--- config.mk ---
export PLATFORM = sky130hd
export DESIGN_NAME = machine_cycle_sequencer
export DESIGN_NICKNAME = d
export VERILOG_FILES = /design/src/rtl/machine_cycle_sequencer.sv
export SDC_FILE = /design/constraint.sdc
export NUM_CORES = 1
export LEC_CHECK = 0
export ABC_AREA = 1
export BUFFER_PORTS_ARGS = -buffer_cell sky130_fd_sc_hd__buf_2
export CAP_MARGIN = 15
export CORE_MARGIN = 1.5
export CORE_UTILIZATION = 50
export DETAILED_ROUTE_END_ITERATION = 8
export PLACE_DENSITY = 0.76
export SYNTH_ARGS = -nofsm -noshare
export SYNTH_HDL_FRONTEND = slang
export SYNTH_SLANG_ARGS = --single-unit
--- constraint.sdc ---
create_clock -name i_Clk -period 3.12 [get_ports i_Clk]
set_input_delay 0.312 -clock i_Clk [delete_from_list [all_inputs] [get_ports i_Clk]]
set_output_delay 0.312 -clock i_Clk [all_outputs]
set_load 0.03 [all_outputs]
--- src/rtl/machine_cycle_sequencer.sv ---
// T-step / M-cycle timing generator for the CPU control unit (FETCH -> RUN -> HALT).
// Latency: count and state update on the clock after an M-cycle boundary; o_M_Boundary is combinational.
// Backpressure: i_Stall high freezes step, state, count and error; no boundary is signalled while stalled.
module machine_cycle_sequencer #(
    parameter int COUNT_WIDTH = 8,
    parameter int STEP_WIDTH  = 4
) (
    input  logic                   i_Clk,
    input  logic                   i_Reset,
    input  logic                   i_Stall,
    input  logic                   i_IR_Fetch,
    input  logic                   i_Halt_Req,
    input  logic                   i_Wake,
    output logic [STEP_WIDTH-1:0]  o_Cycle_Step,
    output logic [COUNT_WIDTH-1:0] o_Cycle_Count,
    output logic                   o_Active,
    output logic                   o_Force_Fetch,
    output logic                   o_Halted,
    output logic                   o_M_Boundary,
    output logic                   o_Seq_Error
);

    typedef enum logic [1:0] {
        ST_FETCH = 2'd0,
        ST_RUN   = 2'd1,
        ST_HALT  = 2'd2
    } state_t;

    state_t                 state_q, state_d;
    logic [STEP_WIDTH-1:0]  step_q, step_d;
    logic [COUNT_WIDTH-1:0] count_q, count_d;
    logic                   err_q, err_d;
    logic                   m_boundary;

    assign m_boundary = step_q[STEP_WIDTH-1] & ~i_Stall;

    always_ff @(posedge i_Clk) begin
        if (i_Reset) begin
            state_q <= ST_FETCH;
            step_q  <= STEP_WIDTH'(1);
            count_q <= '0;
            err_q   <= 1'b0;
        end else begin
            state_q <= state_d;
            step_q  <= step_d;
            count_q <= count_d;
            err_q   <= err_d;
        end
    end

    always_comb begin
        state_d = state_q;
        step_d  = step_q;
        count_d = count_q;
        err_d   = err_q;
        if (!i_Stall) begin
            step_d = {step_q[STEP_WIDTH-2:0], step_q[STEP_WIDTH-1]};
        end
        // Control inputs only matter on the clock that closes an M-cycle.
        if (m_boundary) begin
            unique case (state_q)
                ST_FETCH: begin
                    state_d = ST_RUN;
                    count_d = COUNT_WIDTH'(1);
                end
                ST_RUN: begin
                    if (i_Halt_Req) begin
                        state_d = ST_HALT;
                        count_d = '0;
                    end else if (i_IR_Fetch) begin
                        count_d = COUNT_WIDTH'(1);
                    end else if (count_q[COUNT_WIDTH-1]) begin
                        count_d = COUNT_WIDTH'(1);
                        err_d   = 1'b1;
                    end else begin
                        count_d = {count_q[COUNT_WIDTH-2:0], 1'b0};
                    end
                end
                ST_HALT: begin
                    if (i_Wake) begin
                        state_d = ST_FETCH;
                    end
                end
                default: begin
                    state_d = ST_FETCH;
                    count_d = '0;
                end
            endcase
        end
    end

    assign o_Cycle_Step  = step_q;
    assign o_Cycle_Count = count_q;
    assign o_Active      = (state_q == ST_RUN);
    assign o_Force_Fetch = (state_q == ST_FETCH);
    assign o_Halted      = (state_q == ST_HALT);
    assign o_M_Boundary  = m_boundary;
    assign o_Seq_Error   = err_q;

endmodule

## Word-level counts from Yosys, hierarchy flattened

Cells that the tools add are included.

| word-level totals | value |
|---|---|
| output and inout port bits | 17 |
| input bits | 6 |
| register bits | 15 |
| logic and storage cells | 24 |

| cells by class | value |
|---|---|
| eq/ne operators | 4 |
| mux-type cells | 7 |
| bitwise operators | 5 |
| reductions and logical operators | 4 |

Operator list:

| operator | count |
|---|---|
| 8-bit 2-to-1 mux | 3 |
| 8-bit case mux with 3 select lines | 1 |
| 2-bit case mux with 3 select lines | 1 |
| 5-bit AND reduction | 1 |
| 2-bit 2-to-1 mux | 2 |
| 2-bit != test (second input constant) | 2 |
| 1-bit inverter | 4 |
| 3-bit AND reduction | 1 |
| 2-bit by 1-bit == test with 1-bit output (second input constant) | 1 |
| 2-bit == test (second input constant) | 1 |
| 2-bit zero test | 1 |
| 2-bit AND reduction | 1 |
| 1-bit bitwise AND | 1 |

## Longest topological paths before layout

Gate-level depths: netlist of the first run.

| depth | value |
|---|---|
| word-level depth | 4 |
| depth in mapped cells | 7 |
| gate-level depth less buffers | 7 |

## Worst setup path before layout of the first run

OpenSTA, ideal clock, no wires.

| timing | value |
|---|---|
| kind | register to register |
| from | register step_q[3], in the netlist o_Cycle_Step[3] |
| to | register count_q[0], in the netlist o_Cycle_Count[0] |
| clock period less this slack | 1.393 ns |
| slack | 1.727 ns |
| setup time | 0.111 ns |
| buffers on the path | 0 |
| arrival | 1.281 ns |
| data required time | 3.009 ns |
| cell stages (with the launch flop) | 8 |
| path through | dfxtp_1 -> inv_1 -> nor2_4 -> nand2_4 -> nand2_2 -> nand2_1 -> nor2_1 -> nor2_1 |

| on the way | value |
|---|---|
| longest elaborated chain between the ends | 2 |

RTL lines:

| element | line | text |
|---|---|---|
| from (decl) | 30 | `logic [STEP_WIDTH-1:0] step_q, step_d;` |
| from (signal assigned) | 45 | `step_q <= step_d;` |
| 1-bit bitwise AND | 35 | `assign m_boundary = step_q[STEP_WIDTH-1] & ~i_Stall;` |
| net o_M_Boundary | 19 | `output logic o_M_Boundary,` |
| 2-bit AND reduction (no source line) | n/a |  |
| to (signal assigned) | 46 | `count_q <= count_d;` |
| to (decl) | 31 | `logic [COUNT_WIDTH-1:0] count_q, count_d;` |

The timed path passes the listed nets, and every way through them passes these cells.
A chain may end at the register's enable or synchronous reset.

## Worst setup path after layout of the first run

| timing | value |
|---|---|
| from | register state_q[1] |
| to | output o_Halted |

| on the way | value |
|---|---|
| longest elaborated chain between the ends | 1 |

RTL lines:

| element | line | text |
|---|---|---|
| from (decl) | 29 | `state_t state_q, state_d;` |
| from (signal assigned) | 44 | `state_q <= state_d;` |
| 2-bit == test | 96 | `assign o_Halted = (state_q == ST_HALT);` |
| to (decl) | 18 | `output logic o_Halted,` |

Every way passes these cells.

==> results of run 1 <==
-- cells in the final DEF, fill, tap and decap left out, types with 4 or more instances in the layout --
master    n
nor2_1   29
nand2_1  16
dfxtp_1  15
inv_1     9
buf_2    22
o21ai_1   7
o21ai_0   4
-- cell families (layout without fill, tap and decap cells) --
family,after synthesis,in the layout,synth area share
buf+inv,14,39,0.0796
simple gates,57,57,0.384
compound gates,15,15,0.111
flops,15,15,0.425
-- critical path, cell delays in order (launching register included) --
cell and delay, ns:
dfxtp_1 0.54, nand2_4 0.09, inv_1 0.06, buf_2 0.18
-- registers in the layout, summed over array words and instances (netlist names) --
name,flops
o_Cycle_Step,4
state_q,2
o_Cycle_Count,8
o_Seq_Error,1
-- per-stage QoR --
stage	cell area (µm²)	total power [mW]	std cells	hold slack [ns]	utilization
after floorplan	707	0.261	101	0.374	-
after global placement	831	0.281	137	0.436	0.631
after detailed placement	831	0.282	137	0.450	0.631
after CTS	857	0.390	141	0.223	0.651
after global routing	857	0.407	141	0.225	0.651
final	857	0.387	141	0.223	0.651
-- report_power, final --
part	internal, mW	switching [mW]	leakage, nW
sequential	0.201	0.00660	0.123
combinational	0.0200	0.0496	0.286
clock	0.0497	0.0605	0.0150
total	0.271	0.117	0.424
-- per-layer routing --
metal  GRT usage  wire, µm  part of all wire  up-vias
met4       0.100        31             0.022        0
li1            -         -                 -      365
met5           0         0                 0        -
met2       0.310       627              0.44       18
met3      0.0500        60             0.042        5
met1       0.257       708              0.50      285
-- layout make-up --
cell class              count  area share
repair buffers             22       0.128
multi-input cells          72       0.409
inverters                  13      0.0599
well taps                  15      0.0219
flip-flops and latches     15       0.350
clock buffers               4      0.0307
-- path summary, 6_finish.rpt --
kind | to | slack [ns] | cells after the start
setup reg to reg | o_Cycle_Count[6] | 2.01 | 5
hold reg to reg | o_Seq_Error | 0.45 | 2
setup / recovery | o_Halted | 1.65 | 3
hold / removal | state_q[1] | 0.22 | 2
==> flow_summary.json, run 1 <==
{
  "clk_latency_ns": 0.28,
  "yosys_warnings": 0,
  "fill_cells": 128,
  "avgSynthCellArea_um2": 7.00,
  "critPathRequiredTime_ns": 2.81,
  "diodes": 0,
  "postCtsHoldBufs": 0,
  "synth.area.top_cells": "dfxtp_1 (42%), nor2_1 (15%), nand2_1 (8.5%), o21ai_1 (5.0%), inv_1 (4.8%)",
  "grt_util_all_layers": 0.201,
  "die_x_um": 40.6,
  "grt_overflow": 0,
  "area_growth_pct": 21.2,
  "min-delay-start": "i_Reset",
  "rsz0062_at_grt": "false",
  "die_area_mm2": 0.00165,
  "dpl_worst_slack_ns": 1.92,
  "rows": 13,
  "yosysSeqAreaShare": 0.425,
  "cp-end-kind": "output pin",
  "ys.flop_type": "dfxtp_1",
  "tns_ns": 0,
  "grt_pass1_wl_um": 2170,
  "drc": 0,
  "tightest_slew_ns": 0.351,
  "status": "finished clean",
  "ys_types": 18,
  "cts_htree_levels": 1,
  "synthCells": 101,
  "cts.sinks": 15,
  "yosysTopAreaCellShare": 0.425,
  "fmax_ghz": 0.681,
  "viasPerCell": 4.77,
  "wl_um": 1430,
  "power_leakage_nw": 0.424,
  "post_cts_resize_count": 0,
  "cts_setup_buffers": 0,
  "power.density_mw_per_mm2": 452,
  "vias": 673,
  "nNetsFinal": 133,
  "cts_buffer_depth": 2,
  "detail-route-antenna-nets": 0,
  "antenna_found_initial": 0,
  "die_h_um": 40.6,
  "place_hpwl_um": 1070,
  "setup_viol": 0,
  "critPathMaxFanout": 7,
  "critical_path_class": "reg -> out",
  "synth_top_area_cell": "dfxtp_1",
  "hp-class": "in -> reg",
  "grt_max_degree": 13,
  "async_flop_share": 0,
  "cap_viol_max_count": 0,
  "syn-num-nets": 107,
  "setup_ws_ns": 1.65,
  "synth_edf_count": 0,
  "max-vdd-ir-drop_v": 0.000257,
  "multiInputGateArea_um2": 350,
  "grt_pass1_vias": 526,
  "fin_crit_sh": 0.471,
  "coreArea_mm2": 0.00132,
  "io_buffers": 22,
  "period_minus_slack_ns": 1.47,
  "clkTransAtPathRegs_ns": 0.09,
  "max_slew_margin": 0.766,
  "drv_slew": 0,
  "reg2reg_from": "state_q[1]",
  "gp_congestion": 0.710,
  "wl_per_cell_um": 10.1,
  "cp-start-kind": "flip-flop",
  "timing_hold_violations_final": 0,
  "drive_gt1_frac": 0.294,
  "ios": 23,
  "drtPass1Iterations": 4,
  "synth_area_um2": 707,
  "yosysMostFrequentCell": "nor2_1",
  "clock_skew_ns": 0.00118,
  "dr.first_iter.drc_count": 9,
  "synth_common_cells": "nor2_1 (29), nand2_1 (16), dfxtp_1 (15)",
  "startpoint": "state_q[1]",
  "regArea_um2": 300,
  "start_util": 0.537,
  "ys_ff_latch": 15,
  "cts_tree": "yes",
  "cts_buffers": 3,
  "cts-root-buf": "clkbuf_4",
  "crit_arrival_ns": 1.16
}
Power figures use the tool's default switching activity.
==> run 2: changes to the inputs <==
--- a/config.mk
+++ b/config.mk
@@ -9,9 +9,9 @@
 export BUFFER_PORTS_ARGS = -buffer_cell sky130_fd_sc_hd__buf_2
 export CAP_MARGIN = 15
 export CORE_MARGIN = 1.5
-export CORE_UTILIZATION = 50
+export CORE_UTILIZATION = 43
 export DETAILED_ROUTE_END_ITERATION = 8
-export PLACE_DENSITY = 0.76
+export PLACE_DENSITY = 0.69
 export SYNTH_ARGS = -nofsm -noshare
 export SYNTH_HDL_FRONTEND = slang
 export SYNTH_SLANG_ARGS = --single-unit
==> constraint.sdc (replaced) <==
create_clock -name i_Clk -period 1.3 [get_ports i_Clk]
set_input_delay 0.13 -clock i_Clk [delete_from_list [all_inputs] [get_ports i_Clk]]
set_output_delay 0.13 -clock i_Clk [all_outputs]
set_load 0.03 [all_outputs]
==> run 2 against run 1 <==
Effect of this change:
- power increased by 140%
- sequential power rose by 140%
- via count grew 3.7%
- setup slack worse by 1.6 ns
- cell count is 2.8% higher
- global-route usage down 2.7 points
- non-clock buffer count rose by 3
- die area increased by 15%
- sequential share of layout area fell by 0.90 points
- combinational power up 150%
==> flow_summary.json, run 2 (synthesis results as in run 1) <==
{
  "clkTransAtPathRegs_ns": 0.09,
  "cp-start-kind": "flip-flop",
  "cts_buffers": 3,
  "crit_chain": "inv_2 -> nor2_4 -> buf_2",
  "p_sw_frac": 0.302,
  "grt_util_all_layers": 0.174,
  "tns_ns": 0,
  "power_frac_clock": 0.278,
  "diodes": 0,
  "cts.sinks": 15,
  "die_h_um": 43.5,
  "hp-class": "in -> reg",
  "grt_pass1_wl_um": 2410,
  "critPathMaxFanout": 4,
  "pwr-share-seq": 0.536,
  "wl_per_cell_um": 10.0,
  "final_common_cell": "nor2_1",
  "start_util": 0.464,
  "cp_slowest_cell": "dfxtp_1",
  "ios": 23,
  "fmax_ghz": 0.831,
  "rows": 14,
  "fin_crit_sh": 0.925,
  "power.density_mw_per_mm2": 1050,
  "cts_htree_levels": 1,
  "die_x_um": 43.5,
  "grt_overflow": 0,
  "period_minus_slack_ns": 1.20,
  "clock_skew_ns": 0.00379,
  "detail-route-antenna-nets": 0,
  "nNetsFinal": 136,
  "clk_latency_ns": 0.28,
  "drtPass1Iterations": 4,
  "io_buffers": 22,
  "wl_um": 1450,
  "cap_viol_max_count": 0,
  "critical_path_class": "reg -> out",
  "drv_slew": 0,
  "p_sw_mw": 0.281,
  "fill_cells": 160,
  "drive_gt1_frac": 0.333,
  "cp-end-kind": "output pin",
  "most-common-layout-cells": "nor2_1 (29), buf_2 (21), nand2_1 (16)",
  "status": "finished clean",
  "rsz0062_at_grt": "false",
  "power_frac_comb": 0.186,
  "crit_arrival_ns": 1.07,
  "max-vdd-ir-drop_v": 0.000699,
  "gp_congestion": 0.795,
  "grt_max_degree": 13,
  "grt_pass1_vias": 540,
  "critPathRequiredTime_ns": 1.17,
  "intPower_mw": 0.649,
  "dr.first_iter.drc_count": 21,
  "largest_reg_flops": 8,
  "drc": 0,
  "tightest_slew_ns": 0.326,
  "antenna_found_initial": 0,
  "coreArea_mm2": 0.00152,
  "vias": 698,
  "cts_tree": "yes",
  "postCtsHoldBufs": 0,
  "timing_hold_violations_final": 0,
  "viasPerCell": 4.81,
  "place_hpwl_um": 1080,
  "slowest_delay_ns": 0.37,
  "cts_buffer_depth": 2,
  "area_growth_pct": 25.5,
  "power.total_mw": 0.930,
  "setup_viol": 0,
  "cts-root-buf": "clkbuf_4",
  "max_slew_margin": 0.782,
  "power_leakage_nw": 0.443,
  "die_area_mm2": 0.00190
}
## run 2: changes by cell type in the layout (fill, tap and decap cells not counted), sizes merged
cell / delta
buf: +2
clkinv: +1
## run 2: area by class of cell
cell class              instances  area, µm²  share of cell area
clock buffers                   3       22.5              0.0254
clock inverters                 1       5.00             0.00564
inverters                      13       51.3              0.0578
multi-input cells              72        350               0.395
flip-flops and latches         15        303               0.341
well taps                      16       20.0              0.0226
repair buffers                 25        135               0.152
## run 2: critical path, delay by kind of cell (launching register included)
kind	cells	cell delay, ns
buffers and inverters	2	0.30
and+or+nand+nor	1	0.12
DFF	1	0.37
## run 2: metal layers
layer,track usage,vias up,routed length (µm)
li1,-,368,-
met1,0.255,311,732
met2,0.229,17,641
met3,0.0500,2,60
met4,0.0909,0,18
met5,0,-,0
## run 2: path summary, 6_finish.rpt
check	slack [ns]	start	depth (start not counted)	endpoint
worst max-delay path	0.1	state_q[0]	3	o_Active
worst min-delay path	0.04	i_Reset	2	state_q[1]
worst max register to register	0.20	o_Cycle_Step[3]	8	o_Cycle_Count[0]
worst min register to register	0.46	o_Seq_Error	2	o_Seq_Error
## run 2: repair_timing
item                       in CTS  in global routing
buffers inserted                0                  3
setup endpoints to repair       0                  3
resized for setup               0                  2
## run 2: power groups by stage
stage / logic, mW / clock network (mW) / registers, mW
global placement: 0.167 / 0 / 0.509
global route: 0.189 / 0.306 / 0.503
finish: 0.173 / 0.258 / 0.499
detailed placement: 0.168 / 0 / 0.509
CTS: 0.168 / 0.279 / 0.499
floorplan: 0.0782 / 0 / 0.550
## run 2: per-stage QoR
step / hold WS (ns) / utilization / instance area [µm²] / setup slack, ns / cells
4_1_cts: 0.0415 / 0.565 / 861 / 0.0161 / 142
5_1_grt: 0.0257 / 0.582 / 887 / 0.00357 / 145
3_5_place_dp: 0.350 / 0.547 / 833 / 0.221 / 138
6_report: 0.0427 / 0.582 / 887 / 0.0973 / 145
3_3_place_gp: 0.347 / 0.547 / 833 / 0.242 / 138
2_1_floorplan: 0.192 / - / 708 / 0.0130 / 101
==> run 3: changes to the inputs <==
--- a/config.mk
+++ b/config.mk
@@ -8,7 +8,7 @@
 export ABC_AREA = 1
 export BUFFER_PORTS_ARGS = -buffer_cell sky130_fd_sc_hd__buf_2
 export CAP_MARGIN = 15
-export CORE_MARGIN = 1.5
+export CORE_MARGIN = 8
 export CORE_UTILIZATION = 43
 export DETAILED_ROUTE_END_ITERATION = 8
 export PLACE_DENSITY = 0.69
==> run 3 against run 2 <==
Effect of this change:
- cell area shrank 2.5%
- cell count shrank 2.1%
- non-clock buffer count shrank 3
- critical endpoint is now o_M_Boundary
- sequential power is essentially flat
==> flow_summary.json, run 3 (synthesis results as in run 1) <==
{
  "route.met2.wl_um": 669,
  "diodes": 0,
  "fin_crit_sh": 0.935,
  "post-place-cells": 138,
  "critPathRequiredTime_ns": 1.17,
  "clock_skew_ns": 0.00378,
  "area_growth_pct": 22.3,
  "timing_hold_violations_final": 0,
  "gp_congestion": 0.768,
  "grt_pass1_wl_um": 2800,
  "tns_ns": 0,
  "wl_per_cell_um": 10.5,
  "route.met3.wl_um": 150,
  "critPathTopFamily": "flip-flops",
  "fmax_ghz": 0.822,
  "critPathMaxFanout": 6,
  "cp_slowest_cell": "dfxtp_2",
  "dr.first_iter.drc_count": 16,
  "detail-route-antenna-nets": 0,
  "status": "finished clean",
  "tightest_slew_ns": 0.313,
  "power_leakage_nw": 0.427,
  "cap_viol_max_count": 0,
  "maxUsedRoutingLayer": "met3",
  "clkTransAtPathRegs_ns": 0.09,
  "cts.sinks": 15,
  "die_h_um": 56.5,
  "die_area_mm2": 0.00320,
  "max_slew_margin": 0.791,
  "grt_overflow": 0,
  "start_util": 0.464,
  "wl_um": 1500,
  "drive_gt1_frac": 0.317,
  "rows": 14,
  "ios": 23,
  "cts-root-buf": "clkbuf_4",
  "final_common_cell": "nor2_1",
  "crit_chain": "inv_1 -> nor2_4 -> clkbuf_4",
  "antenna_found_initial": 0,
  "clk_latency_ns": 0.27,
  "slowest_delay_ns": 0.35,
  "cp-start-kind": "flip-flop",
  "cts_htree_levels": 1,
  "hp-class": "in -> reg",
  "cts_tree": "yes",
  "grt_util_all_layers": 0.102,
  "final_cells": 142,
  "grt_pass1_vias": 654,
  "max-vdd-ir-drop_v": 0.000791,
  "cts_buffers": 3,
  "crit_arrival_ns": 1.09,
  "grt_max_degree": 13,
  "coreArea_mm2": 0.00152,
  "io_buffers": 22,
  "met1_length_um": 674,
  "regArea_um2": 303,
  "critical_path_class": "reg -> out",
  "most-common-layout-cells": "nor2_1 (29), buf_2 (21), nand2_1 (16)",
  "place_hpwl_um": 1240,
  "reg2reg_from": "o_Cycle_Step[3]",
  "drv_slew": 0,
  "nNetsFinal": 133,
  "multiInputGateArea_um2": 350,
  "path_buf_inv": 2,
  "drc": 0,
  "min-delay-start": "i_Reset",
  "cp-end-kind": "output pin",
  "setup_viol": 0,
  "viasPerCell": 4.77,
  "vias": 677,
  "postCtsHoldBufs": 0,
  "rsz0062_at_grt": "false",
  "power.density_mw_per_mm2": 1070,
  "cts_buffer_depth": 2,
  "startpoint": "o_Cycle_Step[3]",
  "period_minus_slack_ns": 1.22,
  "die_x_um": 56.5,
  "largest_reg_flops": 8,
  "fill_cells": 151,
  "drtPass1Iterations": 4
}
## run 3: cell types whose count changed in the layout (fill, tap and decap cells not counted), sizes merged
cell  before  now
buf       24   21
## run 3: timing repair
action                                  4_1_cts  5_1_grt
buffers inserted                              0        0
endpoints found under the setup margin        0        3
gates resized for setup                       0        2
## run 3: path summary, 6_finish.rpt
path | endpoint | slack (ns) | cells past startpoint
worst max register to register | o_Cycle_Count[0] | 0.24 | 7
worst min-delay path | state_q[1] | 0.05 | 2
worst max-delay path | o_M_Boundary | 0.08 | 3
worst min register to register | o_Seq_Error | 0.45 | 2
## run 3: routing by layer
metal | vias up | GRT usage
li1 | 365 | -
met1 | 292 | 0.122
met2 | 20 | 0.160
met3 | 0 | 0.0449
met4 | 0 | 0.0309
met5 | - | 0
## run 3: final cells by class
cell class / instances / area share
multi-input cells: 72 / 0.405
flip-flops and latches: 15 / 0.350
inverters: 13 / 0.0593
well taps: 16 / 0.0232
clock buffers: 3 / 0.0260
repair buffers: 22 / 0.130
clock inverters: 1 / 0.00579
## run 3: per-stage QoR
step	worst slack [ns]	util	power, mW	cell area, µm²	hold slack [ns]
after floorplan	0.0130	-	0.628	708	0.192
after global placement	0.244	0.547	0.678	833	0.346
after detailed placement	0.223	0.547	0.680	833	0.354
after CTS	0.0133	0.565	0.937	861	0.0537
after global routing	0.000795	0.567	0.985	865	0.0532
final	0.0842	0.567	0.924	865	0.0490
## run 3: power breakdown
group          total (mW)  switching (mW)  internal, mW
Combinational       0.168           0.119        0.0487
Clock               0.258           0.144         0.114
Sequential          0.499          0.0161         0.483
Total               0.924           0.279         0.645
